$ cat src/rtl/bf16_mul_driver.sv
// bf16_mul_driver: burst stimulus and response engine for the BF16 multiplier datapath.
//
// Generates pseudo-random operand pairs from a 32-bit LFSR, presents them on a
// valid/ready stream towards the multiplier, and absorbs the products coming
// back while folding them into a 16-bit rotate-xor signature.
//
// Ports:
//   clk, rstn            clock, synchronous active-low reset
//   start, len, seed     burst request (sampled only while idle)
//   m_valid, m_ready     operand stream handshake (driver -> multiplier)
//   m_a, m_b             operand pair = lfsr[31:16], lfsr[15:0]
//   s_valid, s_ready     product stream handshake (multiplier -> driver)
//   s_p                  product
//   busy, done           burst in progress / one-cycle end-of-burst pulse
//   signature            rolling product signature
//   result_count         products accepted in the current or last burst
//   err_extra            sticky: a product arrived with no outstanding request

module bf16_mul_driver #(
    parameter int unsigned COUNT_W = 16
) (
    input  logic               clk,
    input  logic               rstn,
    input  logic               start,
    input  logic [COUNT_W-1:0] len,
    input  logic [31:0]        seed,
    output logic               m_valid,
    input  logic               m_ready,
    output logic [15:0]        m_a,
    output logic [15:0]        m_b,
    input  logic               s_valid,
    output logic               s_ready,
    input  logic [15:0]        s_p,
    output logic               busy,
    output logic               done,
    output logic [15:0]        signature,
    output logic [COUNT_W-1:0] result_count,
    output logic               err_extra
);

    typedef enum logic [1:0] {
        StIdle  = 2'd0,
        StIssue = 2'd1,
        StDrain = 2'd2,
        StDone  = 2'd3
    } state_e;

    localparam logic [31:0] LfsrTaps = 32'h8020_0003;

    state_e             state_q, state_d;
    logic [31:0]        lfsr_q, lfsr_d;
    logic [COUNT_W-1:0] issued_q, issued_d;
    logic [COUNT_W-1:0] len_q, len_d;
    logic [COUNT_W-1:0] result_count_q, result_count_d;
    logic [15:0]        signature_q, signature_d;
    logic               err_extra_q, err_extra_d;
    logic               s_ready_q;

    logic accept;
    logic issue_hs;

    assign accept   = s_valid & s_ready_q;
    assign issue_hs = (state_q == StIssue) & m_ready;

    always_comb begin
        state_d        = state_q;
        lfsr_d         = lfsr_q;
        issued_d       = issued_q;
        len_d          = len_q;
        result_count_d = result_count_q;
        signature_d    = signature_q;
        err_extra_d    = err_extra_q;

        // Product acceptance runs independently of the issue side; the error
        // check deliberately uses the pre-update issued count.
        if (accept) begin
            signature_d = {signature_q[14:0], signature_q[15]} ^ s_p;
            if (result_count_q != {COUNT_W{1'b1}}) begin
                result_count_d = result_count_q + COUNT_W'(1);
            end
            if (state_q == StIdle || state_q == StDone || result_count_q >= issued_q) begin
                err_extra_d = 1'b1;
            end
        end

        unique case (state_q)
            StIdle: begin
                if (start) begin
                    // A fresh burst overrides anything the product side did this cycle.
                    len_d          = len;
                    issued_d       = '0;
                    result_count_d = '0;
                    signature_d    = '0;
                    err_extra_d    = 1'b0;
                    if (len == '0) begin
                        state_d = StDone;
                    end else begin
                        lfsr_d  = (seed == 32'h0) ? 32'h1 : seed;
                        state_d = StIssue;
                    end
                end
            end
            StIssue: begin
                if (issue_hs) begin
                    issued_d = issued_q + COUNT_W'(1);
                    lfsr_d   = lfsr_q[0] ? ((lfsr_q >> 1) ^ LfsrTaps) : (lfsr_q >> 1);
                    if (issued_q + COUNT_W'(1) == len_q) begin
                        state_d = StDrain;
                    end
                end
            end
            StDrain: begin
                if (result_count_q >= len_q) begin
                    state_d = StDone;
                end
            end
            StDone: begin
                state_d = StIdle;
            end
            default: begin
                state_d = StIdle;
            end
        endcase
    end

    always_ff @(posedge clk) begin
        if (!rstn) begin
            state_q        <= StIdle;
            lfsr_q         <= '0;
            issued_q       <= '0;
            len_q          <= '0;
            result_count_q <= '0;
            signature_q    <= '0;
            err_extra_q    <= 1'b0;
            s_ready_q      <= 1'b0;
        end else begin
            state_q        <= state_d;
            lfsr_q         <= lfsr_d;
            issued_q       <= issued_d;
            len_q          <= len_d;
            result_count_q <= result_count_d;
            signature_q    <= signature_d;
            err_extra_q    <= err_extra_d;
            s_ready_q      <= 1'b1;
        end
    end

    assign m_valid      = (state_q == StIssue);
    assign m_a          = lfsr_q[31:16];
    assign m_b          = lfsr_q[15:0];
    assign s_ready      = s_ready_q;
    assign busy         = (state_q == StIssue) || (state_q == StDrain);
    assign done         = (state_q == StDone);
    assign signature    = signature_q;
    assign result_count = result_count_q;
    assign err_extra    = err_extra_q;

endmodule

$ cat config.mk
export PLATFORM = sky130hd
export DESIGN_NAME = bf16_mul_driver
export DESIGN_NICKNAME = d
export VERILOG_FILES = /design/src/rtl/bf16_mul_driver.sv
export SDC_FILE = /design/constraint.sdc
export NUM_CORES = 1
export LEC_CHECK = 0
export ABC_AREA = 1
export CAP_MARGIN = 20
export CORE_ASPECT_RATIO = 0.7
export CORE_MARGIN = 4
export CORE_UTILIZATION = 39
export CTS_CLUSTER_SIZE = 14
export DETAILED_ROUTE_END_ITERATION = 6
export HOLD_SLACK_MARGIN = 0.05
export PLACE_DENSITY = 0.65
export SLEW_MARGIN = 15
export SYNTH_ARGS = -nofsm -noshare
export SYNTH_HDL_FRONTEND = slang
export SYNTH_SLANG_ARGS = --single-unit
$ cat constraint.sdc
create_clock -name clk -period 3.28 [get_ports clk]
set_input_delay 0.656 -clock clk [delete_from_list [all_inputs] [get_ports clk]]
set_output_delay 0.656 -clock clk [all_outputs]
set_load 0.005 [all_outputs]
==> results.tsv <==
metric	value	unit
outcome	complete, no violations	
R2R Path End	state_q[1]	
HPWL after detailed placement	13.7	mm
Site Rows	36	
Clk Latency, worst-skew pair	350	ps
CTS tree	built	
Worst Path Buf+Inv	3	
initial core utilization	40.4	%
setup TNS	0	ps
Die X	153	um
Hold Path Sink	err_extra	
Mapped Area	0.00571	sq mm
crit start category	flip-flop	
maximum clock rate	0.383	GHz
Slew headroom	57.2	%
share of cells above drive strength 1	6.70	%
Post-route DRC	0	
synth-to-layout area growth	32.6	%
H-tree depth	3	
first-pass GRT wire length	27.8	mm
Register Area	0.00200	sq mm
final setup margin	672	ps
max cap viols	0	
RSZ-0062 raised after global routing	no	
worst hold start	err_extra	
initial antenna violation count	0	
vias in the first global route	5218	
data arrival time of the worst path	1950	ps
Peak supply drop	366	uV
detailed-route via count	5718	
1st-pass router iterations	5	
clk_skew	11.3	ps
Max stage delay on crit path	520	ps
slowest CP cell	clkdlybuf4s50_1	
clock tree buffer depth	2	
Hold Crit Depth	2	
Initial DRC Count	425	
DP Worst Slack	701	ps
largest fanout on the critical path	13	
setup violators final	0	
RR Startpoint	issued_q[0]	
Tightest Hold Check Type	reg2reg	
CP required	2620	ps
fin crit share	79.5	%
critical setup path kind	reg2out	
Reg2Reg Depth	15	
Power Dens Cells	605	mW/mm^2
CTS Buf Count	9	
CTS Hold Bufs	0	
die height	109	um
CP top delay family	buffers and inverters	
crit-path cells	inv_1 -> ha_1 -> buf_4 -> clkdlybuf4s50_1	
Synth Register Bits	100	
GRT Residual Overflow	0	
Vias/cell	5.13	
Syn Nets	899	
post-CTS setup buffers	0	
CTS Root Cell	clkbuf_16	
Antenna Cells	0	
clk sink count	100	
placement-stage cell area	0.00728	sq mm
sequential-to-total area share from yosys stat	35.0	%
Port-buffer cells	137	
Clock transition at path regs	70	ps
hold slack	474	ps
CP endpoint kind	output port	
synth warn	0	
die area	0.0167	sq mm
Final GP Congestion	0.902	
Placeable Area	0.0141	sq mm
transition time at the pin with the least slew margin	637	ps
static leakage	3.05	nW
IO Count	138	
nets@finish	1028	
Detail Route Antenna Nets	0	
all-layer global routing usage	20.5	%
final hold vios	0	
flop2flop setup slack	980	ps
routed len/inst	15.7	um
total power	4.58	mW
final slew viol count	0	
Tmin final	2610	ps
post-layout instance area	0.00758	sq mm
largest net degree at the start of global routing	37	
fill count	1431	
drt total wl	17.5	mm
Yosys cell types	41	
# resized after CTS	0	
synthesized netlist cell count	791	
syn_area_per_cell	7.22	sq um
Multi-input gate area	0.00335	sq mm
-- cells by family (layout without fill, tap and decap cells) --
logic type,Yosys count,in the layout,share of synthesized area [%]
adder cells (fa/ha/maj),39,39,8.54
XOR/XNOR,32,32,5.39
AO/OA/AOI/OAI,204,204,19.0
flip-flops,100,100,35.0
multiplexers,1,1,0.197
AND/OR/NAND/NOR,321,321,25.5
buffers and inverters,94,228,6.35
-- per-layer routing --
metal	wire length (um)	global-route usage, %	share of wire [%]
met1	8990	31.6	51
met2	7450	30.0	43
met3	859	3.33	4.9
met4	165	4.13	0.94
met5	0	0	0
-- cells in the final DEF, fill, tap and decap left out, types with 3 or more instances in the layout --
| cell type | netlist | routed |
|---|---|---|
| dfxtp_1 | 100 | 100 |
| clkdlybuf4s50_1 | 0 | 137 |
| ha_1 | 39 | 39 |
| xor2_1 | 11 | 11 |
| nand2_1 | 164 | 164 |
| a211oi_1 | 16 | 16 |
| o21ai_0 | 59 | 59 |
| nor2_1 | 58 | 58 |
| clkbuf_16 | 0 | 9 |
| xnor2_1 | 19 | 19 |
| nor2_2 | 4 | 4 |
| inv_1 | 55 | 55 |
| a31oi_1 | 3 | 3 |
| nor3_1 | 5 | 5 |
| nand3_1 | 46 | 46 |
| inv_2 | 9 | 9 |
| nand2_2 | 8 | 8 |
| nor2_4 | 3 | 3 |
| buf_4 | 1 | 11 |
| a21oi_1 | 116 | 116 |
| nor4_1 | 13 | 13 |
| inv_6 | 0 | 3 |
| nand4_1 | 11 | 11 |
-- worst max path at each step --
stage / from / endpoint / cells after the start
2_1_floorplan: state_q[1] / lfsr_q[27] / 13
3_3_place_gp: len[15] / lfsr_q[21] / 9
5_1_grt: state_q[1] / m_valid / 4
6_report: state_q[1] / m_valid / 4
3_5_place_dp: len[15] / lfsr_q[6] / 9
4_1_cts: state_q[1] / m_valid / 4
-- Yosys cell counts (all sizes together) --
cell | n | area, sq um
nor2 | 67 | 317
nor3 | 6 | 35.0
o21bai | 1 | 7.51
nor3b | 2 | 20.0
or2 | 1 | 6.26
mux2 | 1 | 11.3
xnor3 | 2 | 45.0
xor2 | 11 | 96.3
a211oi | 16 | 120
nand3 | 47 | 240
xnor2 | 19 | 166
dfxtp | 100 | 2000
a31oi | 3 | 18.8
o211ai | 2 | 15.0
nor4 | 14 | 93.8
inv | 64 | 240
o22ai | 2 | 12.5
ha | 39 | 488
a31o | 1 | 8.76
nand2 | 173 | 677
a21oi | 116 | 581
o31ai | 1 | 7.51
o21ai | 62 | 314
buf | 6 | 31.3
nand4 | 11 | 68.8
clkbuf | 24 | 91.3
-- worst reg2reg max path, cell delays in order (launching register included) --
cell     delay, ps
dfxtp_1        470
ha_1           250
nand3_1        200
nor2_2         260
nand2_1        100
nand3_1         90
nand2_1         60
nor2_1         100
nand3_1        130
nor2_1         110
nand2_1        100
nand2_2         90
nand2_2         60
nand2_1         50
nand2_1         40
nor2_1          90
-- stage by stage --
| stage | utilization, % | std cells |
|---|---|---|
| after floorplan | - | 791 |
| after global placement | 51.5 | 1099 |
| after detailed placement | 51.5 | 1099 |
| after CTS | 53.6 | 1115 |
| after global routing | 53.6 | 1115 |
| final | 53.6 | 1115 |
-- area by class of cell --
cell class / count / area share, %
clock buffers: 9 / 2.97
repair buffers: 148 / 19.2
well taps: 190 / 3.14
inverters: 64 / 3.17
multi-input cells: 597 / 44.2
flip-flops and latches: 100 / 26.4
clock inverters: 7 / 0.892
-- power breakdown --
part	switching, mW	internal, mW	leakage (nW)	total [mW]
logic	1.04	0.829	2.09	1.87
registers	0.197	1.45	0.820	1.65
clock network	0.527	0.533	0.140	1.06
-- registers in the layout (all words and copies together), names as in the netlist --
signal / count
issued_q: 16
s_ready: 1
len_q: 16
signature: 16
result_count: 16
lfsr_q: 32
state_q: 2
err_extra: 1
(Power assumes the default switching activity.)
